### src/rtl/matrix_mult_pkg.sv
// rtl/matrix_mult_pkg.sv - shared state, config types and constants for the matrix_mult sequencer
package matrix_mult_pkg;

  localparam int MEM_RD_LAT = 1;

  localparam int MM_W_SIZE = 256;
  localparam int MM_I_SIZE = 256;
  localparam int MM_O_SIZE = 256;
  localparam int MM_W_AW   = $clog2(MM_W_SIZE);
  localparam int MM_I_AW   = $clog2(MM_I_SIZE);
  localparam int MM_O_AW   = $clog2(MM_O_SIZE);
  localparam int MM_N_W    = MM_I_AW + 1;

  typedef enum logic [2:0] {
    IDLE,
    LOAD_W,
    STREAM,
    DRAIN,
    DONE
  } ctrl_state_e;

  typedef struct packed {
    logic [MM_N_W-1:0]  num_inputs;
    logic [MM_W_AW-1:0] w_base;
    logic [MM_I_AW-1:0] i_base;
    logic [MM_O_AW-1:0] o_base;
  } ctrl_cfg_struct;

  // A pass never streams more vectors than the input buffer holds.
  function automatic logic [MM_N_W-1:0] sat_num_inputs(input logic [MM_N_W-1:0] n);
    logic [MM_N_W-1:0] cap;
    cap = MM_N_W'(MM_I_SIZE);
    return (n > cap) ? cap : n;
  endfunction

endpackage

### src/rtl/mm_ctrl_writeback.sv
// rtl/mm_ctrl_writeback.sv - accepts array results into the output buffer and flags unexpected ones
module mm_ctrl_writeback
  import matrix_mult_pkg::*;
#(
  parameter int WIDTH  = 8,
  parameter int COL    = 4,
  parameter int I_SIZE = MM_I_SIZE,
  parameter int O_SIZE = MM_O_SIZE
) (
  input  logic                      clk_i,
  input  logic                      rst_i,
  input  logic                      clear_i,
  input  ctrl_state_e               state_i,
  input  logic [$clog2(I_SIZE):0]   num_inputs_i,
  input  logic [$clog2(O_SIZE)-1:0] o_base_i,
  input  logic                      sa_result_valid_i,
  input  logic [COL*WIDTH-1:0]      sa_result_i,
  output logic                      ob_mem_cenb_o,
  output logic                      ob_mem_wenb_o,
  output logic [$clog2(O_SIZE)-1:0] ob_mem_addr_o,
  output logic [COL*WIDTH-1:0]      ob_mem_data_o,
  output logic [$clog2(I_SIZE):0]   out_cnt_o,
  output logic                      err_o
);

  localparam int O_AW = $clog2(O_SIZE);
  localparam int N_W  = $clog2(I_SIZE) + 1;

  logic                 window;
  logic                 accept;
  logic [N_W-1:0]       out_cnt_q;
  logic                 ob_cenb_q;
  logic [O_AW-1:0]      ob_addr_q;
  logic [COL*WIDTH-1:0] ob_data_q;
  logic                 err_q;

  assign window = (state_i == STREAM) || (state_i == DRAIN);
  assign accept = sa_result_valid_i && window && (out_cnt_q < num_inputs_i);

  always_ff @(posedge clk_i) begin
    if (rst_i) begin
      out_cnt_q <= '0;
      ob_cenb_q <= 1'b1;
      ob_addr_q <= '0;
      ob_data_q <= '0;
      err_q     <= 1'b0;
    end else begin
      ob_cenb_q <= ~accept;
      if (accept) begin
        ob_addr_q <= o_base_i + out_cnt_q[O_AW-1:0];
        ob_data_q <= sa_result_i;
      end
      if (clear_i) begin
        out_cnt_q <= '0;
      end else if (accept) begin
        out_cnt_q <= out_cnt_q + N_W'(1);
      end
      if (sa_result_valid_i && !accept) begin
        err_q <= 1'b1;
      end
    end
  end

  // Enable and write-enable always move together: this port only writes.
  assign ob_mem_cenb_o = ob_cenb_q;
  assign ob_mem_wenb_o = ob_cenb_q;
  assign ob_mem_addr_o = ob_addr_q;
  assign ob_mem_data_o = ob_data_q;
  assign out_cnt_o     = out_cnt_q;
  assign err_o         = err_q;

endmodule

### src/rtl/matrix_mult_ctrl.sv
// rtl/matrix_mult_ctrl.sv - weight-load / stream / drain sequencer for one systolic-array pass
// Optional perf_cycles_o busy-cycle counter when MATRIX_MULT_CTRL_PERF_EN is defined.
module matrix_mult_ctrl
  import matrix_mult_pkg::*;
#(
  parameter int WIDTH  = 8,
  parameter int ROW    = 4,
  parameter int COL    = 4,
  parameter int W_SIZE = MM_W_SIZE,
  parameter int I_SIZE = MM_I_SIZE,
  parameter int O_SIZE = MM_O_SIZE
) (
  input  logic                      clk_i,
  input  logic                      rst_i,
  input  logic                      start_i,
  input  logic [$clog2(I_SIZE):0]   num_inputs_i,
  input  logic [$clog2(W_SIZE)-1:0] w_base_i,
  input  logic [$clog2(I_SIZE)-1:0] i_base_i,
  input  logic [$clog2(O_SIZE)-1:0] o_base_i,
  output logic                      wb_mem_cenb_o,
  output logic [$clog2(W_SIZE)-1:0] wb_mem_addr_o,
  output logic                      ib_mem_cenb_o,
  output logic [$clog2(I_SIZE)-1:0] ib_mem_addr_o,
  output logic                      sa_weight_en_o,
  output logic [$clog2(ROW)-1:0]    sa_weight_row_o,
  output logic                      sa_valid_o,
  input  logic                      sa_result_valid_i,
  input  logic [COL*WIDTH-1:0]      sa_result_i,
  output logic                      ob_mem_cenb_o,
  output logic                      ob_mem_wenb_o,
  output logic [$clog2(O_SIZE)-1:0] ob_mem_addr_o,
  output logic [COL*WIDTH-1:0]      ob_mem_data_o,
  output logic                      busy_o,
  output logic                      done_o,
  output logic                      err_o
`ifdef MATRIX_MULT_CTRL_PERF_EN
  ,
  output logic [31:0]               perf_cycles_o
`endif
);

  localparam int W_AW = $clog2(W_SIZE);
  localparam int I_AW = $clog2(I_SIZE);
  localparam int N_W  = I_AW + 1;
  localparam int R_W  = $clog2(ROW);

  ctrl_state_e    state_q, state_d;
  ctrl_cfg_struct cfg_q, cfg_d;
  logic [N_W-1:0] cnt_q, cnt_d;
  logic [N_W-1:0] out_cnt;
  logic           start_q;
  logic           armed_q;
  logic           launch;

  logic            wb_cenb_q, wb_cenb_d;
  logic [W_AW-1:0] wb_addr_q, wb_addr_d;
  logic [R_W-1:0]  wb_row_q, wb_row_d;
  logic            ib_cenb_q, ib_cenb_d;
  logic [I_AW-1:0] ib_addr_q, ib_addr_d;

  logic [MEM_RD_LAT-1:0]          w_en_pipe_q;
  logic [MEM_RD_LAT-1:0]          ib_vld_pipe_q;
  logic [MEM_RD_LAT-1:0][R_W-1:0] w_row_pipe_q;

  // armed_q stays low until start_i has been seen low after reset, so a
  // start level already present at reset release cannot launch a pass.
  assign launch = (state_q == IDLE) && start_i && !start_q && armed_q;

  always_ff @(posedge clk_i) begin
    if (rst_i) begin
      state_q   <= IDLE;
      cfg_q     <= '0;
      cnt_q     <= '0;
      start_q   <= 1'b0;
      armed_q   <= 1'b0;
      wb_cenb_q <= 1'b1;
      wb_addr_q <= '0;
      wb_row_q  <= '0;
      ib_cenb_q <= 1'b1;
      ib_addr_q <= '0;
    end else begin
      state_q   <= state_d;
      cfg_q     <= cfg_d;
      cnt_q     <= cnt_d;
      start_q   <= start_i;
      armed_q   <= armed_q | ~start_i;
      wb_cenb_q <= wb_cenb_d;
      wb_addr_q <= wb_addr_d;
      wb_row_q  <= wb_row_d;
      ib_cenb_q <= ib_cenb_d;
      ib_addr_q <= ib_addr_d;
    end
  end

  always_comb begin
    state_d = state_q;
    cnt_d   = cnt_q;
    cfg_d   = cfg_q;
    case (state_q)
      IDLE: begin
        if (launch) begin
          state_d          = LOAD_W;
          cnt_d            = '0;
          cfg_d.num_inputs = sat_num_inputs(num_inputs_i);
          cfg_d.w_base     = w_base_i;
          cfg_d.i_base     = i_base_i;
          cfg_d.o_base     = o_base_i;
        end
      end
      LOAD_W: begin
        if (cnt_q == N_W'(ROW - 1)) begin
          cnt_d   = '0;
          state_d = (cfg_q.num_inputs == '0) ? DRAIN : STREAM;
        end else begin
          cnt_d = cnt_q + N_W'(1);
        end
      end
      STREAM: begin
        if (cnt_q == cfg_q.num_inputs - N_W'(1)) begin
          cnt_d   = '0;
          state_d = DRAIN;
        end else begin
          cnt_d = cnt_q + N_W'(1);
        end
      end
      DRAIN: begin
        if (out_cnt == cfg_q.num_inputs) begin
          state_d = DONE;
        end
      end
      DONE: begin
        if (!start_i) begin
          state_d = IDLE;
        end
      end
      default: state_d = IDLE;
    endcase
  end

  // Read ports are registered off the current state; addresses hold between reads.
  always_comb begin
    wb_cenb_d = 1'b1;
    wb_addr_d = wb_addr_q;
    wb_row_d  = wb_row_q;
    ib_cenb_d = 1'b1;
    ib_addr_d = ib_addr_q;
    case (state_q)
      LOAD_W: begin
        wb_cenb_d = 1'b0;
        wb_addr_d = cfg_q.w_base + cnt_q[W_AW-1:0];
        wb_row_d  = cnt_q[R_W-1:0];
      end
      STREAM: begin
        ib_cenb_d = 1'b0;
        ib_addr_d = cfg_q.i_base + cnt_q[I_AW-1:0];
      end
      default: ;
    endcase
  end

  always_ff @(posedge clk_i) begin
    if (rst_i) begin
      w_en_pipe_q   <= '0;
      ib_vld_pipe_q <= '0;
      w_row_pipe_q  <= '0;
    end else begin
      w_en_pipe_q[0]   <= ~wb_cenb_q;
      ib_vld_pipe_q[0] <= ~ib_cenb_q;
      w_row_pipe_q[0]  <= wb_row_q;
      for (int i = 1; i < MEM_RD_LAT; i++) begin
        w_en_pipe_q[i]   <= w_en_pipe_q[i-1];
        ib_vld_pipe_q[i] <= ib_vld_pipe_q[i-1];
        w_row_pipe_q[i]  <= w_row_pipe_q[i-1];
      end
    end
  end

  assign wb_mem_cenb_o   = wb_cenb_q;
  assign wb_mem_addr_o   = wb_addr_q;
  assign ib_mem_cenb_o   = ib_cenb_q;
  assign ib_mem_addr_o   = ib_addr_q;
  assign sa_weight_en_o  = w_en_pipe_q[MEM_RD_LAT-1];
  assign sa_weight_row_o = w_row_pipe_q[MEM_RD_LAT-1];
  assign sa_valid_o      = ib_vld_pipe_q[MEM_RD_LAT-1];
  assign busy_o          = (state_q == LOAD_W) || (state_q == STREAM) || (state_q == DRAIN);
  assign done_o          = (state_q == DONE);

  mm_ctrl_writeback #(
    .WIDTH  (WIDTH),
    .COL    (COL),
    .I_SIZE (I_SIZE),
    .O_SIZE (O_SIZE)
  ) u_writeback (
    .clk_i             (clk_i),
    .rst_i             (rst_i),
    .clear_i           (launch),
    .state_i           (state_q),
    .num_inputs_i      (cfg_q.num_inputs),
    .o_base_i          (cfg_q.o_base),
    .sa_result_valid_i (sa_result_valid_i),
    .sa_result_i       (sa_result_i),
    .ob_mem_cenb_o     (ob_mem_cenb_o),
    .ob_mem_wenb_o     (ob_mem_wenb_o),
    .ob_mem_addr_o     (ob_mem_addr_o),
    .ob_mem_data_o     (ob_mem_data_o),
    .out_cnt_o         (out_cnt),
    .err_o             (err_o)
  );

`ifdef MATRIX_MULT_CTRL_PERF_EN
  logic [31:0] perf_q;

  always_ff @(posedge clk_i) begin
    if (rst_i) begin
      perf_q <= '0;
    end else if (launch) begin
      perf_q <= '0;
    end else if (busy_o && (perf_q != '1)) begin
      perf_q <= perf_q + 32'd1;
    end
  end

  assign perf_cycles_o = perf_q;
`endif

endmodule

### config.mk
export PLATFORM = sky130hd
export DESIGN_NAME = matrix_mult_ctrl
export DESIGN_NICKNAME = d
export VERILOG_FILES = /design/src/rtl/matrix_mult_pkg.sv /design/src/rtl/mm_ctrl_writeback.sv /design/src/rtl/matrix_mult_ctrl.sv
export SDC_FILE = /design/constraint.sdc
export NUM_CORES = 1
export LEC_CHECK = 0
export BUFFER_PORTS_ARGS = -buffer_cell sky130_fd_sc_hd__buf_2
export CAP_MARGIN = 30
export CORE_MARGIN = 2
export CORE_UTILIZATION = 60
export CTS_BUF_LIST = sky130_fd_sc_hd__clkbuf_4 sky130_fd_sc_hd__clkbuf_8
export DETAILED_ROUTE_END_ITERATION = 7
export GPL_TIMING_DRIVEN = 0
export PLACE_DENSITY_LB_ADDON = 0.12
export SLEW_MARGIN = 15
export SYNTH_ARGS = -nofsm -noshare
export SYNTH_HDL_FRONTEND = slang
export SYNTH_HIERARCHICAL = 1
export SYNTH_SLANG_ARGS = --single-unit
### constraint.sdc
create_clock -name clk_i -period 6.9 [get_ports clk_i]
set_input_delay 0.69 -clock clk_i [delete_from_list [all_inputs] [get_ports clk_i]]
set_output_delay 0.69 -clock clk_i [all_outputs]
set_load 0.01 [all_outputs]
Word-level counts from Yosys, hierarchy flattened
Index checks and enable logic that the tools add are counted.
{ "word_totals": {"regBits": 122, "latch_bits": 0, "ram_bits": 0, "rom_bits": 0, "input_bits": 69, "output_inout_bits": 67, "word_cells": 78, "n_memories": 0} }
{ "op_classes": {"add_sub_neg": 6, "n_mul": 0, "n_div": 0, "order_cmp": 2, "eq_ne": 12, "shift": 0, "muxes": 14, "bitwise": 5, "reduce_logical": 18} }
{ "op_table": {"columns": ["op", "n"], "rows": [
  ["9-bit 2-to-1 mux", 4],
  ["9-bit case mux with 3 select lines", 1],
  ["8-bit adder", 3],
  ["9-bit by 1-bit adder with 9-bit output, second input constant", 2],
  ["9-bit == test", 2],
  ["3-bit 2-to-1 mux", 5],
  ["3-bit case mux with 5 select lines", 1],
  ["2-bit inequality test, second input constant", 5],
  ["9-bit by 2-bit == test with 1-bit output, second input constant", 1],
  ["9-bit greater-than comparator, second input constant", 1],
  ["9-bit logical NOT", 1],
  ["9-bit < comparator", 1],
  ["9-bit by 1-bit subtractor with 9-bit output, second input constant", 1],
  ["3-bit by 2-bit == test with 1-bit output, second input constant", 2],
  ["1-bit logical AND", 6],
  ["5-bit AND reduction", 1],
  ["1-bit inverter", 4],
  ["2-bit AND reduction", 2],
  ["3-bit by 1-bit == test with 1-bit output, second input constant", 1],
  ["3-bit == test, second input constant", 1],
  ["3-bit logical NOT", 1],
  ["1-bit logical OR", 3],
  ["1-bit 2-to-1 mux", 3],
  ["3-bit nonzero test", 1],
  ["3 further kinds", 4]
]} }

Depth between registers and ports, before layout
Gate-level depths: netlist (run 1).
{ "depth": {"ltp_word": 6, "mapped_depth": 10, "depth_no_buf": 9} }

Hierarchy
The synthesis (run 1) kept the hierarchy.
{ "by_module_without_submodules": {"columns": ["mod", "n_inst", "cells_per_inst", "area_each_um2", "seq_area_each_um2"], "rows": [
  ["matrix_mult_ctrl", 1, 458, 3736.1, 1421.4],
  ["mm_ctrl_writeback", 1, 260, 2453.6, 1021.0]
]} }

Least setup slack after synthesis (run 1)
Ideal clock, no wire load.
{ "synth_timing": {"kind": "input to register", "from": "input start_i", "to": "register u_writeback.out_cnt_q[2] (netlist: u_writeback/out_cnt_o[2])", "setup_ps": 116, "arrival_ps": 2162, "t_required_ps": 6784, "setup_slack_ps": 4622, "cell_stages": 9, "path_buffers": 2, "cell_sequence": "nand3b_1 nor2_1 nand2_1 clkinv_1 clkbuf_1 or2_2 buf_1 nor2_1 a31o_2"} }
{ "synth_between": {"elab_chain_len": 4} }
{ "synth_lines": {"columns": ["element", "line", "rtl"], "rows": [
  ["from (decl)", "matrix_mult_ctrl.sv:15", "input logic start_i,"],
  ["1-bit logical AND (3 in a row)", "matrix_mult_ctrl.sv:67", "assign launch = (state_q == IDLE) && start_i && !start_q && armed_q;"],
  ["named net launch", "matrix_mult_ctrl.sv:53", "logic launch;"],
  ["2-bit OR reduction (no source line)", null, null],
  ["to (signal assigned)", "mm_ctrl_writeback.sv:56", "out_cnt_q <= out_cnt_q + N_W'(1);"],
  ["to (decl)", "mm_ctrl_writeback.sv:31", "logic [N_W-1:0] out_cnt_q;"]
]} }
The timed path passes the listed nets, and every way through them passes these cells.
A chain may end at the register's enable or synchronous reset.

Worst setup path in the final report (run 1)
{ "layout_timing": {"from": "register state_q[1]", "to": "register u_writeback.out_cnt_q[2] (netlist: u_writeback/out_cnt_o[2])"} }
{ "layout_between": {"elab_chain_len": 5, "word_cells_on_any_way": 10, "classes_between": "eq/ne (2); reduce/logical (8)"} }
{ "layout_lines": {"columns": ["element", "line", "rtl"], "rows": [
  ["from (decl)", "matrix_mult_ctrl.sv:47", "ctrl_state_e state_q, state_d;"],
  ["from (signal assigned)", "matrix_mult_ctrl.sv:82", "state_q <= state_d;"],
  ["3-bit logical NOT", "matrix_mult_ctrl.sv:67", null],
  ["1-bit logical AND (3 in a row)", "matrix_mult_ctrl.sv:67", null],
  ["named net launch", "matrix_mult_ctrl.sv:53", null],
  ["2-bit OR reduction (no source line)", null, null]
]} }
The timed path passes the listed nets, and every way through them passes these cells.

==> results.json, run 1 <==
{
  "path_max_fanout": 11,
  "place_area_um2": 7030,
  "cpMostUsedCell": "nor2_1",
  "cts-buffers-inserted": 17,
  "drt_drc_violations_left": 0,
  "num_vias": 5778,
  "syn_nets": 822,
  "ir_drop_mv": 0.1774,
  "antenna_found_initial": 0,
  "coreArea_um2": 10180,
  "synthArstFlopShare_pct": 0,
  "crit_arrival_ns": 3.07,
  "wirelength_mm": 15.81,
  "path_clk_slew_ns": 0.07,
  "grt_start_max_net_pins": 17,
  "synth_top_cells_by_area": "dfxtp_1, ha_1, nand2_1",
  "drtAntennaViolNets": 0,
  "cp-start-kind": "flop",
  "n_antenna_cell": 0,
  "viasPerCell": 5.665,
  "clk_latency_ns": 0.44,
  "endpoint_kind": "flop",
  "crit_path_top_delay_cell": "clkbuf_1",
  "layout.nets": 975,
  "ys_ff_latch": 122,
  "synthDistinctLibCells": 71,
  "setup_viol": 0,
  "period_share_pct": 39.67,
  "cts_sinks": 122,
  "cts_tree": "yes",
  "route.detailed.wl_per_inst_um": 15.50,
  "cts-resized-gates": 0,
  "required_ns": 7.23,
  "syn2layout_area_growth_pct": 19.83,
  "syn_inst": 718,
  "cts_root_buf": "clkbuf_8",
  "grt_pass1_wl_mm": 25.25,
  "start_util_pct": 60.77,
  "hold_viol_final": 0,
  "path_depth": 8,
  "num_rows": 37,
  "grt_pass1_vias": 5379,
  "gp_congestion": 0.9005,
  "synthFlopType": "dfxtp_1",
  "rsz0062_at_grt": "false",
  "num-fill-cells": 813,
  "maxCapViolCount": 0,
  "maxSlewHeadroom_pct": 50.06,
  "track_usage_pct": 28.43,
  "dieWidth_um": 105.6,
  "cp_cell_sequence": "nor2_1 > nand2_1 > clkinv_1 > clkbuf_1 > or2_2 > buf_1 > nor2_1 > a31o_2",
  "p_leak_nw": 3.113,
  "ios": 136,
  "rr_worst_depth": 8,
  "synth_top_area_share_pct": 39.46,
  "grt_remaining_overflow": 0,
  "hold_path_class": "reg -> reg",
  "cts_htree_levels": 4,
  "ctsHoldBuffers": 0,
  "io_buffer_count": 134,
  "synth-edff-count": 0,
  "p_per_area_nw_per_um2": 243.5,
  "die_area_um2": 11150,
  "postCtsSetupBuffers": 0,
  "synth_top_cell_by_area": "dfxtp_1",
  "timing.final.crit_period_ns": 2.737,
  "post-route-cell-area_um2": 7417,
  "path_class": "reg -> reg",
  "tightest_slew_ns": 0.7458,
  "status": "finished clean",
  "avgSynthCellArea_um2": 8.621,
  "finClkSkew_ns": 0.009542,
  "crit_buf_inv": 3,
  "finalMaxSlewViolations": 0,
  "min_path_cells": 1,
  "yosysSeqAreaShare_pct": 39.46,
  "drt_iter0_markers": 294,
  "crit_family": "buffers and inverters",
  "critPathMaxStageDelay_ns": 0.48,
  "dieHeight_um": 105.6,
  "hpwl_mm": 11.86,
  "synth.cell_area_um2": 6190,
  "max_freq_mhz": 365.3,
  "tns_ns": 0,
  "dr.pass1.iters": 6,
  "yosysWarnings": 6,
  "cts_buffer_depth": 2,
  "drive_gt1_share_pct": 21.95
}
[report_power, final]
part / total [mW] / internal [mW] / switching (mW)
registers: 0.796 / 0.753 / 0.0432
clock network: 0.614 / 0.301 / 0.313
logic: 0.396 / 0.153 / 0.243
[stage by stage]
stage               cells  util, %  power (mW)  hold WS, ns  worst slack [ns]
floorplan             718        -       1.069       0.4302             4.622
global placement      988    69.03       1.179       0.3964             4.014
detailed placement    988    69.03       1.196       0.3986             3.967
CTS                  1020    72.83       1.807       0.4098             4.221
global route         1020    72.83       1.892       0.4326             3.942
finish               1020    72.83       1.806       0.4062             4.163
[sequential cells by signal, indices dropped and copies added (netlist names), 2 cells and up]
register and count:
cfg_q 33, state_q 3, wb_row_q 2, u_writeback/ob_mem_data_o 32, cnt_q 9, ib_mem_addr_o 8, wb_mem_addr_o 8, u_writeback/out_cnt_o 9
u_writeback/ob_mem_addr_o 8, sa_weight_row_o 2
[cell families (layout without fill, tap and decap cells)]
family                     Yosys count  after routing  share of synthesized area, %
DFF                                122            122                         39.46
buffers and inverters               72            238                         5.154
muxes                               35             35                         5.660
adders and majority gates           35             35                         7.439
and+or+nand+nor                    264            264                         20.42
xor gates and xnor gates            37             37                         5.458
AOI/OAI and AO/OA                  153            153                         16.41
[cells in the mapped netlist, types with 7 or more instances]
library cell  count
nand3_1          11
o211ai_1          7
nor3_1           15
a21oi_1          64
nand3b_1         15
o21ai_0          19
ha_1             32
dfxtp_1         122
xor2_1           13
xnor2_1          23
o31ai_1           8
clkbuf_1         26
mux2i_1          35
inv_1            34
nand2_1         106
nor2b_1           8
nor2_1           69
[final timing paths]
check | startpoint | to | slack (ns)
setup / recovery | state_q[1] | u_writeback/out_cnt_o[2] | 4.16
hold / removal | wb_mem_cenb_o | sa_weight_en_o | 0.41
setup reg to reg | state_q[1] | u_writeback/out_cnt_o[2] | 4.16
hold reg to reg | wb_mem_cenb_o | sa_weight_en_o | 0.41
[metal layers]
layer / GRT usage [%] / share of wire [%]
met1: 36.71 / 43
met2: 46.27 / 47
met3: 6.926 / 8.2
met4: 10.43 / 2.0
met5: 0 / 0
[layout by cell type (no fill, tap or decap), drive strengths merged, types with 13 or more instances in the layout]
cell type  Yosys  final
inv           34     40
a21oi         64     64
dfxtp        122    122
nor2          70     70
clkbuf        26     44
xor2          13     13
mux2i         35     35
ha            32     32
nand2        106    106
o21ai         27     27
xnor2         23     23
buf           11    145
nand3b        15     15
nor3          17     17
[layout make-up]
type	instances	area, um^2	share of cell area, %
clock buffers	18	247.7	3.340
repair buffers	134	670.6	9.042
well taps	136	170.2	2.294
inverters	35	131.4	1.771
clock inverters	14	138.9	1.872
plain buffers	37	187.7	2.530
multi-input cells	524	3428	46.22
flip-flops and latches	122	2442	32.93
(Power assumes the default switching activity.)
==> run 2, diff against run 1 <==
Settings changed: ABC_AREA set to 1, CORE_UTILIZATION 60 to 51.
Clock period 6.9 ns to 2.3 ns, I/O delays scaled along.
==> run 2 against run 1 <==
Net effect:
- worst hold slack got worse by 0.37 ns
- via count rose by 6.0%
- non-clock buffer count rose by 5
==> results.json, run 2 <==
{
  "ios": 136,
  "final_common_cell": "nand2_1",
  "synthFlopType": "dfxtp_1",
  "num-fill-cells": 1169,
  "gp_congestion": 0.8683,
  "clk_latency_ns": 0.45,
  "dr.pass1.iters": 5,
  "antenna_found_initial": 0,
  "setup_viol": 0,
  "hold_path_class": "in -> reg",
  "layout.nets": 1152,
  "largest_reg_flops": 33,
  "grt_pass1_vias": 5646,
  "yosysWarnings": 6,
  "power_mw": 6.307,
  "cts_buffer_depth": 2,
  "n_antenna_cell": 0,
  "synth_top_cells_by_area": "dfxtp_1, nand2_1, a21oi_1",
  "path_clk_slew_ns": 0.08,
  "syn_nets": 997,
  "path_class": "reg -> reg",
  "max_freq_mhz": 469.2,
  "r2r-start": "cnt_q[0]",
  "grt_pass1_wl_mm": 26.00,
  "syn_inst": 893,
  "reg2reg_to": "ib_mem_addr_o[6]",
  "synth_top_area_share_pct": 38.21,
  "synthArstFlopShare_pct": 0,
  "start_util_pct": 52.77,
  "synth.cell_area_um2": 6391,
  "rrSetupSlack_ns": 0.17,
  "hpwl_mm": 11.98,
  "synth-edff-count": 0,
  "finalMaxSlewViolations": 0,
  "maxSlewHeadroom_pct": 59.84,
  "yosysMostFrequentCell": "nand2_1",
  "route.detailed.wl_per_inst_um": 13.06,
  "drive_gt1_share_pct": 21.42,
  "crit_arrival_ns": 2.47,
  "tightest_slew_ns": 0.6023,
  "tns_ns": 0,
  "min_to": "cfg_q[20]",
  "viasPerCell": 4.985,
  "maxCapViolCount": 0,
  "wirelength_mm": 16.03,
  "status": "finished clean",
  "coreArea_um2": 12110,
  "drt_drc_violations_left": 0,
  "endpoint_kind": "flop",
  "period_share_pct": 92.67,
  "num_rows": 40,
  "grt_start_max_net_pins": 17,
  "num_vias": 6122,
  "cts_htree_levels": 4,
  "min_from": "w_base_i[4]",
  "drtAntennaViolNets": 0,
  "io_buffer_count": 135,
  "ir_drop_mv": 0.4738,
  "track_usage_pct": 24.93,
  "rr_worst_depth": 10,
  "min_path_cells": 3,
  "dieHeight_um": 115.9,
  "finClkSkew_ns": 0.01573,
  "path_max_fanout": 8,
  "ys_ff_latch": 122,
  "synth_common_cells": "nand2_1, dfxtp_1, nor2_1",
  "die_area_um2": 13440,
  "rsz0062_at_grt": "false",
  "most-common-layout-cells": "nand2_1, buf_2, dfxtp_1, nor2_1, inv_1",
  "hold_viol_final": 0,
  "cp-start-kind": "flop",
  "cts_root_buf": "clkbuf_8",
  "dieWidth_um": 115.9,
  "yosysSeqAreaShare_pct": 38.21,
  "required_ns": 2.64,
  "synth_top_cell_by_area": "dfxtp_1",
  "cts_sinks": 122,
  "avgSynthCellArea_um2": 7.157,
  "cts-buffers-inserted": 17,
  "timing.final.crit_period_ns": 2.131,
  "regMostFlops": "cfg_q",
  "p_per_area_nw_per_um2": 819.7,
  "cts_tree": "yes",
  "grt_remaining_overflow": 0,
  "synthDistinctLibCells": 41,
  "drt_iter0_markers": 302,
  "p_leak_nw": 3.859,
  "syn2layout_area_growth_pct": 20.40
}
## run 2: cell count changes in the layout (fill, tap and decap cells not counted), sizes merged, moves of 29 or more
cell,previous run,this run
nand2,106,196
nand3,11,74
mux2i,35,0
inv,40,95
o21ai,27,56
nor2,70,115
## run 2: routing by layer
| metal | wire [um] | up-vias | global-route usage, % |
|---|---|---|---|
| met4 | 253 | 0 | 9.286 |
| met2 | 7679 | 173 | 43.74 |
| met1 | 7270 | 2737 | 29.92 |
| li1 | - | 3191 | - |
| met5 | 0 | - | 0 |
| met3 | 828 | 21 | 5.492 |
## run 2: cell families after synthesis
logic type	Yosys count	share of synthesized area (%)
flip-flops	122	38.21
AND/OR/NAND/NOR	409	27.82
adder cells (fa/ha/maj)	35	7.204
buffers and inverters	137	8.907
AO/OA/AOI/OAI	147	11.96
XOR/XNOR	43	5.893
## run 2: cell type report
| cell class | instances | area, um^2 | area share [%] |
|---|---|---|---|
| buffer | 40 | 205.2 | 2.667 |
| clock buffer | 24 | 311.5 | 4.049 |
| clock inverter | 7 | 90.09 | 1.171 |
| inverter | 97 | 364.1 | 4.732 |
| multi-input combinational | 634 | 3379 | 43.92 |
| sequential | 122 | 2449 | 31.82 |
| tap | 168 | 210.2 | 2.732 |
| timing repair buffer | 136 | 685.7 | 8.911 |
## run 2: power by group
part	internal (mW)	total, mW	switching [mW]
sequential	2.36	2.56	0.195
combinational	0.647	1.80	1.15
clock	1.10	1.95	0.848
## run 2: per-stage QoR
step	area, um^2	hold WS [ns]	std cells	setup WS, ns	util [%]
final	7695	0.03318	1228	0.1687	63.53
after floorplan	6391	0.3259	893	0.3986	-
after CTS	7689	0.01330	1228	0.02271	63.48
after detailed placement	7277	0.3995	1196	0.04472	60.08
after global placement	7277	0.4041	1196	0.02869	60.08
after global routing	7695	0.03195	1228	0.02049	63.53
## run 2: worst max-delay path by stage
stage,from,endpoint,slack (ns),cells after the start
2_1_floorplan,cnt_q[0],wb_mem_addr_o[6],0.40,10
3_3_place_gp,cnt_q[0],wb_mem_addr_o[6],0.03,10
3_5_place_dp,cnt_q[0],ib_mem_addr_o[6],0.04,10
4_1_cts,cnt_q[0],ib_mem_addr_o[6],0.02,10
5_1_grt,cnt_q[0],ib_mem_addr_o[6],0.02,10
6_report,cnt_q[0],ib_mem_addr_o[6],0.17,10
## run 2: critical path: stages (launching register included)
cell and delay [ns]:
dfxtp_2 0.47, ha_1 0.22, inv_1 0.06, fa_1 0.39, o21ai_0 0.29, a21oi_1 0.12, inv_1 0.07, a21oi_1 0.07
xnor2_1 0.13, o21ai_0 0.14, inv_1 0.05
## run 2: timing repair
| action | in CTS | in global routing |
|---|---|---|
| hold buffers | 1 | 0 |
| buffers inserted | 0 | 0 |
| hold endpoints to repair | 1 | 0 |
| gates resized for setup | 0 | 7 |
| setup endpoints to repair | 0 | 54 |
